$ cat config.mk
export PLATFORM = sky130hd
export DESIGN_NAME = mac8_seq_ctrl
export DESIGN_NICKNAME = d
export VERILOG_FILES = /design/src/rtl/mac8_pkg.sv /design/src/rtl/mac8_seq_ctrl_vedic.sv /design/src/rtl/mac8_seq_ctrl.sv
export SDC_FILE = /design/constraint.sdc
export NUM_CORES = 1
export LEC_CHECK = 0
export CORE_ASPECT_RATIO = 1.4
export CORE_UTILIZATION = 50
export CTS_BUF_LIST = sky130_fd_sc_hd__clkbuf_16
export DETAILED_ROUTE_END_ITERATION = 10
export GPL_TIMING_DRIVEN = 0
export PLACE_DENSITY = 0.73
export SLEW_MARGIN = 20
export SYNTH_ARGS = -nofsm -noshare
export SYNTH_HDL_FRONTEND = slang
export SYNTH_SLANG_ARGS = --single-unit
$ cat constraint.sdc
create_clock -name clk -period 8.82 [get_ports clk]
set_clock_uncertainty 0.2 [all_clocks]
set_input_delay 0.882 -clock clk [delete_from_list [all_inputs] [get_ports clk]]
set_output_delay 0.882 -clock clk [all_outputs]
set_load 0.05 [all_outputs]
$ cat src/rtl/mac8_pkg.sv
// Shared types and defaults for the mac8 job sequencer.
package mac8_pkg;

  localparam int ACC_W_DEF = 20;
  localparam int LEN_W_DEF = 8;

  typedef logic [7:0] operand_t;

  typedef enum logic [1:0] {
    ST_IDLE  = 2'd0,
    ST_RUN   = 2'd1,
    ST_DRAIN = 2'd2,
    ST_DONE  = 2'd3
  } state_t;

endpackage

$ cat src/rtl/mac8_seq_ctrl_vedic.sv
// Shared 8x8 unsigned multiplier, built hierarchically from 2x2 vedic
// (Urdhva-Tiryagbhyam) cells. Purely combinational.
module vedic_8bit_multiplier
  import mac8_pkg::*;
(
  input  logic [7:0]  a,
  input  logic [7:0]  b,
  output logic [15:0] p
);

  // 2x2 cell: vertical and crosswise partial products.
  function automatic logic [3:0] v2(input logic [1:0] x, input logic [1:0] y);
    logic c;
    logic [3:0] r;
    c    = (x[1] & y[0]) & (x[0] & y[1]);
    r[0] = x[0] & y[0];
    r[1] = (x[1] & y[0]) ^ (x[0] & y[1]);
    r[2] = (x[1] & y[1]) ^ c;
    r[3] = (x[1] & y[1]) & c;
    return r;
  endfunction

  // 4x4 from four 2x2 cells, cross terms weighted by 4.
  function automatic logic [7:0] v4(input logic [3:0] x, input logic [3:0] y);
    logic [3:0] p0, p1, p2, p3;
    p0 = v2(x[1:0], y[1:0]);
    p1 = v2(x[3:2], y[1:0]);
    p2 = v2(x[1:0], y[3:2]);
    p3 = v2(x[3:2], y[3:2]);
    return {4'b0000, p0} + {2'b00, p1, 2'b00} + {2'b00, p2, 2'b00} + {p3, 4'b0000};
  endfunction

  // 8x8 from four 4x4 blocks, cross terms weighted by 16.
  function automatic logic [15:0] v8(input logic [7:0] x, input logic [7:0] y);
    logic [7:0] q0, q1, q2, q3;
    q0 = v4(x[3:0], y[3:0]);
    q1 = v4(x[7:4], y[3:0]);
    q2 = v4(x[3:0], y[7:4]);
    q3 = v4(x[7:4], y[7:4]);
    return {8'h00, q0} + {4'h0, q1, 4'h0} + {4'h0, q2, 4'h0} + {q3, 8'h00};
  endfunction

  operand_t a_s, b_s;
  assign a_s = a;
  assign b_s = b;
  assign p   = v8(a_s, b_s);

endmodule

$ cat src/rtl/mac8_seq_ctrl.sv
// mac8_seq_ctrl: job sequencer around one shared vedic 8x8 multiplier.
// Accepts a job length, streams operand pairs, registers each product and
// accumulates it; the sum is offered on a valid/ready result port.
// Optional build macro: MAC8_SATURATE_EN (clamp accumulator on carry-out
// instead of wrapping).
module mac8_seq_ctrl
  import mac8_pkg::*;
#(
  parameter int ACC_W = ACC_W_DEF,
  parameter int LEN_W = LEN_W_DEF
) (
  input  logic             clk,
  input  logic             rst,
  input  logic             start,
  input  logic [LEN_W-1:0] len,
  input  logic             in_valid,
  output logic             in_ready,
  input  logic [7:0]       a,
  input  logic [7:0]       b,
  output logic             out_valid,
  input  logic             out_ready,
  output logic [ACC_W-1:0] acc_out,
  output logic             overflow,
  output logic             busy
);

  state_t             state_q, state_d;
  logic [ACC_W-1:0]   acc_q, acc_d;
  logic [15:0]        prod_q, prod_d;
  logic               prod_vld_q, prod_vld_d;
  logic [LEN_W-1:0]   rem_q, rem_d;
  logic               ovf_q, ovf_d;
  logic               in_ready_q, out_valid_q, busy_q;
  logic [15:0]        prod_s;
  logic [ACC_W:0]     sum_s;

  vedic_8bit_multiplier u_mult (
    .a (a),
    .b (b),
    .p (prod_s)
  );

  // One extra bit above the accumulator captures the carry-out.
  assign sum_s = {1'b0, acc_q} + {{(ACC_W + 1 - 16){1'b0}}, prod_q};

  // Next-state, accumulate and job bookkeeping.
  always_comb begin
    state_d    = state_q;
    acc_d      = acc_q;
    ovf_d      = ovf_q;
    prod_d     = prod_q;
    prod_vld_d = 1'b0;
    rem_d      = rem_q;

    if (prod_vld_q) begin
`ifdef MAC8_SATURATE_EN
      if (sum_s[ACC_W] || ovf_q) begin
        acc_d = {ACC_W{1'b1}};
      end else begin
        acc_d = sum_s[ACC_W-1:0];
      end
`else
      acc_d = sum_s[ACC_W-1:0];
`endif
      if (sum_s[ACC_W]) begin
        ovf_d = 1'b1;
      end else begin
        ovf_d = ovf_q;
      end
    end else begin
      acc_d = acc_q;
    end

    case (state_q)
      ST_IDLE: begin
        if (start) begin
          acc_d = {ACC_W{1'b0}};
          ovf_d = 1'b0;
          if (len != {LEN_W{1'b0}}) begin
            rem_d   = len;
            state_d = ST_RUN;
          end else begin
            state_d = ST_DONE;
          end
        end else begin
          state_d = ST_IDLE;
        end
      end
      ST_RUN: begin
        if (in_valid) begin
          prod_d     = prod_s;
          prod_vld_d = 1'b1;
          rem_d      = rem_q - LEN_W'(1);
          if (rem_q == LEN_W'(1)) begin
            state_d = ST_DRAIN;
          end else begin
            state_d = ST_RUN;
          end
        end else begin
          state_d = ST_RUN;
        end
      end
      ST_DRAIN: begin
        state_d = ST_DONE;
      end
      ST_DONE: begin
        if (out_ready) begin
          state_d = ST_IDLE;
        end else begin
          state_d = ST_DONE;
        end
      end
      default: begin
        state_d = ST_IDLE;
      end
    endcase
  end

  // State, datapath and registered status outputs.
  always_ff @(posedge clk) begin
    if (rst) begin
      state_q     <= ST_IDLE;
      acc_q       <= {ACC_W{1'b0}};
      prod_q      <= 16'h0000;
      prod_vld_q  <= 1'b0;
      rem_q       <= {LEN_W{1'b0}};
      ovf_q       <= 1'b0;
      in_ready_q  <= 1'b0;
      out_valid_q <= 1'b0;
      busy_q      <= 1'b0;
    end else begin
      state_q     <= state_d;
      acc_q       <= acc_d;
      prod_q      <= prod_d;
      prod_vld_q  <= prod_vld_d;
      rem_q       <= rem_d;
      ovf_q       <= ovf_d;
      in_ready_q  <= (state_d == ST_RUN);
      out_valid_q <= (state_d == ST_DONE);
      busy_q      <= (state_d != ST_IDLE);
    end
  end

  assign in_ready  = in_ready_q;
  assign out_valid = out_valid_q;
  assign busy      = busy_q;
  assign acc_out   = acc_q;
  assign overflow  = ovf_q;

endmodule

[Word-level counts from Yosys, hierarchy flattened]
Index checks and enable logic that the tools add are counted.
Storage, ports and cells
  flip-flop bits (word level): 51
  bits of input ports: 29
  output and inout bits: 24
Operators by class
  equality and inequality tests: 9
  bitwise gates (word level): 129
  mux-type cells: 18
  add/subtract/negate cells: 17
  reductions and logical operators: 7
Operators with widths (number)
  $and A1 B1 Y1: 96
  $mux W20: 3
  $add A8 B6 Y8: 4
  $add A8 B8 Y8: 4
  $xor A1 B1 Y1: 32
  $add A4 B6 Y7: 4
  $mux W8: 3
  $add A20 B16 Y21: 1
  $add A16 B12 Y16: 1
  $add A16 B16 Y16: 1
  $pmux W8 S2: 1
  $add A8 B12 Y13: 1
  $mux W2: 5
  $eq A8 B1 Y1 const B: 1
  $pmux W2 S4: 1
  $reduce_bool A8 Y1: 1
  $sub A8 B1 Y8 const B: 1
  $eq A2 B2 Y1 const B: 3
  $ne A2 B2 Y1 const B: 3
  $mux W1: 5
  $eq A2 B1 Y1 const B: 2
  $reduce_and A4 Y1: 1
  $reduce_bool A2 Y1: 2
  $logic_not A2 Y1: 1
  3 further kinds: 3

[Longest topological paths before layout]
  depth after elaboration: 9
  depth in mapped cells: 28
  mapped depth without buffers: 28

[Modules after synthesis]
A second synthesis with hierarchy kept.
Second synthesis, totals
  cells, all modules: 643
  area, all modules: 5325.1 sq um
By module, submodules not included
  mac8_seq_ctrl: instances 1, cells an instance 361, area an instance 2916.5 sq um, seq. area each 1021.0 sq um
  vedic_8bit_multiplier: instances 1, cells an instance 282, area an instance 2408.6 sq um, seq. area each 0.0 sq um

[Worst setup path before layout]
No wires, ideal clock.
  kind: input-to-reg
  start point: input port a[1]
  end point: register prod_q[15]
  arrival time: 6.418 ns
  data required time: 8.534 ns
  buffers on the path: 0
  stages on the path: 24
  library setup time: 0.086 ns
  setup slack: 2.117 ns
  cells stage by stage: and2_1 ha_1 ha_1 ha_1 inv_1 fa_1 xor2_1 fa_1 fa_1 inv_1 ha_1 fa_1 a21o_1 a21oi_1 nor2_1 xnor2_1 fa_1 inv_1 ha_1 o21a_1 a2111oi_0 nor4_1 xnor2_1 a211oi_1
Between the ends
  word-level cells in the longest chain between the ends: 9
  elaborated cells on any way between the ends: 33
  those cells by class: 9 x add/sub; 24 x bitwise
Ends and longest elaborated chain
  start: declaration: RTL line mac8_seq_ctrl.sv:18  | input logic [7:0] a,
  $and A1 B1 Y1: RTL line mac8_seq_ctrl_vedic.sv:15, mac8_seq_ctrl_vedic.sv:17
  $and A1 B1 Y1: RTL line mac8_seq_ctrl_vedic.sv:15  | c = (x[1] & y[0]) & (x[0] & y[1]);
  $xor A1 B1 Y1 / $and A1 B1 Y1 (equally long branches): RTL line mac8_seq_ctrl_vedic.sv:18, mac8_seq_ctrl_vedic.sv:19
  $add A4 B6 Y7: RTL line mac8_seq_ctrl_vedic.sv:30  | return {4'b0000, p0} + {2'b00, p1, 2'b00} + {2'b00, p2, 2'b00} + {p3, 4'b0000};
  $add A8 B6 Y8: RTL line mac8_seq_ctrl_vedic.sv:30
  $add A8 B8 Y8: RTL line mac8_seq_ctrl_vedic.sv:30
  $add A8 B12 Y13: RTL line mac8_seq_ctrl_vedic.sv:40  | return {8'h00, q0} + {4'h0, q1, 4'h0} + {4'h0, q2, 4'h0} + {q3, 8'h00};
  $add A16 B12 Y16 (*): RTL line mac8_seq_ctrl_vedic.sv:40
  $add A16 B16 Y16 (*): RTL line mac8_seq_ctrl_vedic.sv:40
  end signal: assignment: RTL line mac8_seq_ctrl.sv:134  | prod_q <= prod_d;
  end: declaration: RTL line mac8_seq_ctrl.sv:29  | logic [15:0] prod_q, prod_d;
Every way passes the cells marked *; elsewhere a longest branch is shown, timed or not.
A chain may end at the register's enable or synchronous reset.

[Worst setup path in the final report]
  start point: input port a[0]
  end point: register prod_q[15]
The elaborated chain is that of the path after synthesis.

==> impl_metrics.yaml <==
status:
  status: "finished, final reports clean"
clock_network:
  postCtsSetupRepairBufs: 0
  cts_buffers: 5
  cts_hold_buf: 0
  insertion_delay_ns: 0.29
  cts_resized: 0
  path_clk_slew_ns: 0.07
  clock_sinks: 51
  htreeDepth: 2
  root_buffer: "clkbuf_16"
  tritoncts: "built"
  clk_path_buf_depth: 2
synthesis:
  async_flop_share_pct: 0
  synth_edf_count: 0
  synth_cell_type_count: 52
  yosysTopAreaCell: "ha_1"
  synth.top_cell.area_share_pct: 22.5
  syn_nets: 825
  synth-main-ff-cell: "dfxtp_1"
  synth_area_um2: 5560
  synth.top_cells.by_area: "ha_1, dfxtp_1, fa_1"
  synth_seq_cells: 51
  ys_seq_area_share_pct: 18.4
  post-synth-top-count-cell: "ha_1"
  synth_common_cells: "ha_1, inv_1, and2_1"
  syn_inst: 673
  syn_area_per_cell_um2: 8.26
  ys_warn_count: 0
layout:
  n_fill_cell: 1016
  fin_util_pct: 59.3
  num_antenna_cells: 0
  drive_gt1_share_pct: 2.46
  area_delta_synth_final_pct: 15.3
  nets: 883
hold_path:
  hold_path.class: "reg2reg"
place:
  hpwl_um: 9970
  gp_congestion: 0.870
  io_buffers: 51
grt:
  track_usage_pct: 21.5
  grt_max_degree: 16
  grt_pass1_wl_um: 20600
  antenna_found_initial: 0
  grt_overflow: 0
  first_global_vias: 4671
setup_path:
  reg2reg_depth: 8
  crit_path_max_incr_delay_ns: 0.58
  crit_buf_inv: 3
  worst-path-max-fanout: 8
  path_class: "in2reg"
  critPathArrivalTime_ns: 7.67
  cpLargestDelayFamily: "adder cells"
  reg2reg_from: "acc_out[0]"
  cp_common_cell: "ha_1"
  start_kind: "input pin"
  path_depth: 26
  endpoint: "prod_q[15]"
  r2r-end: "acc_out[16]"
  startpoint: "a[0]"
  crit_slowest_cell: "clkdlybuf4s50_1"
  cp_data_required_time_ns: 8.84
  r2r_setup_slack_ns: 6.05
  crit_path_end_kind: "register"
sta:
  report.final.slew_viol_count: 0
  tightest_slew_ns: 0.674
  rsz0062_at_grt: "no"
  fmax_mhz: 131
  fin_tns_setup_ns: 0
  setup_viol: 0
  fin_crit_ns: 7.66
  hold_viol: 0
  hold_slack_ns: 0.257
  period_share_pct: 86.8
  relSlewSlack_pct: 55.1
routing:
  drt_iter0_drc: 186
  wl_met2_um: 6400
  finalWirelength_um: 11900
  routed.top_layer: "met4"
  avgViaCountPerCell: 5.49
  drc_errors: 0
  dr.pass1.iters: 4
  avgRoutedWirePerCell_um: 13.6
  postRouteAntennaNets: 0
  vias: 4785
  wl_met3_um: 235
  met1Wirelength_um: 5040
floorplan:
  die_height_um: 127
  core_um2: 10800
  io_pins: 53
  num_rows: 45
  die_area_um2: 11500
  start_util_pct: 51.4
  die_w_um: 91.1
job:
  max_cap_violations: 0
pwr:
  leakagePower_nw: 3.03
  p_per_area_nw_per_um2: 155
  irDropWorstVdd_uv: 84.2
[report_power, final]
group	internal (mW)	total [mW]	switching [mW]	leakage, nW
Combinational	0.226	0.517	0.291	2.54
Clock	0.132	0.217	0.0848	0.0759
Sequential	0.248	0.260	0.0123	0.415
Total	0.606	0.994	0.388	3.03
[layer usage]
| metal | GRT usage (%) | vias to the layer above |
|---|---|---|
| met1 | 23.7 | 2243 |
| met4 | 8.50 | 0 |
| li1 | - | 2440 |
| met3 | 2.28 | 17 |
| met2 | 41.4 | 85 |
| met5 | 0 | - |
[worst reg2reg max path, delay by kind of cell, from the launching register on]
kind | cells | cell delay (ns)
DFF | 1 | 0.33
adders and majority gates | 2 | 0.67
AOI/OAI and AO/OA | 6 | 1.48
[flip-flops by register name, summed over array words and instances, names as in the netlist]
| register | count |
|---|---|
| rem_q | 8 |
| prod_vld_q | 1 |
| prod_q | 16 |
| state_q | 2 |
| in_ready | 1 |
| busy | 1 |
| out_valid | 1 |
| overflow | 1 |
| acc_out | 20 |
[metrics by stage]
stage | total power, mW | worst slack [ns] | instance area, µm² | std cells
floorplan | 0.664 | 2.12 | 5560 | 673
global placement | 0.760 | 1.09 | 6250 | 865
detailed placement | 0.775 | 0.877 | 6250 | 865
CTS | 0.998 | 1.17 | 6410 | 872
global route | 1.08 | 0.791 | 6410 | 872
finish | 0.994 | 1.16 | 6410 | 872
[cells in the final DEF, fill, tap and decap left out, types with 4 or more instances in the layout]
cell / count
ha_1: 100
inv_1: 63
and2_1: 60
nand2_1: 55
dfxtp_1: 51
clkdlybuf4s50_1: 51
a21oi_1: 47
nor2_1: 47
xnor2_1: 28
o21ai_0: 27
a21o_1: 24
fa_1: 23
xor2_1: 14
clkbuf_1: 14
nand3_1: 14
a211oi_1: 13
mux2i_1: 10
nor3_1: 7
nor2b_1: 6
clkbuf_16: 5
and3_1: 4
nor4_1: 4
a31oi_1: 4
o31ai_1: 4
or2_2: 4
o22ai_1: 4
o21bai_1: 4
[cells by family after synthesis]
logic type | share of synthesized area (%)
AND/OR/NAND/NOR | 19.8
AO/OA/AOI/OAI | 17.2
adder cells (fa/ha/maj) | 30.8
buffers and inverters | 5.45
flip-flops | 18.4
XOR/XNOR | 6.62
multiplexers | 1.80
[worst min-delay path by stage]
| stage | start | end | slack (ns) | depth (start not counted) |
|---|---|---|---|---|
| after floorplan | prod_q[11] | prod_q[11] | 0.24 | 2 |
| after CTS | prod_q[11] | prod_q[11] | 0.26 | 2 |
| after detailed placement | prod_q[11] | prod_q[11] | 0.25 | 2 |
| final | prod_q[11] | prod_q[11] | 0.26 | 2 |
| after global placement | prod_q[10] | prod_q[10] | 0.25 | 2 |
| after global routing | prod_q[11] | prod_q[11] | 0.28 | 2 |
[cell type report]
type	count	area, µm²	share of cell area (%)
clock buffer	5	125	1.95
sequential	51	1020	15.9
clock inverter	2	37.5	0.586
buffer	17	66.3	1.03
multi-input combinational	542	4240	66.1
inverter	63	236	3.69
tap	141	176	2.75
timing repair buffer	51	510	7.97
No activity file was read; power rests on OpenSTA's default activity.
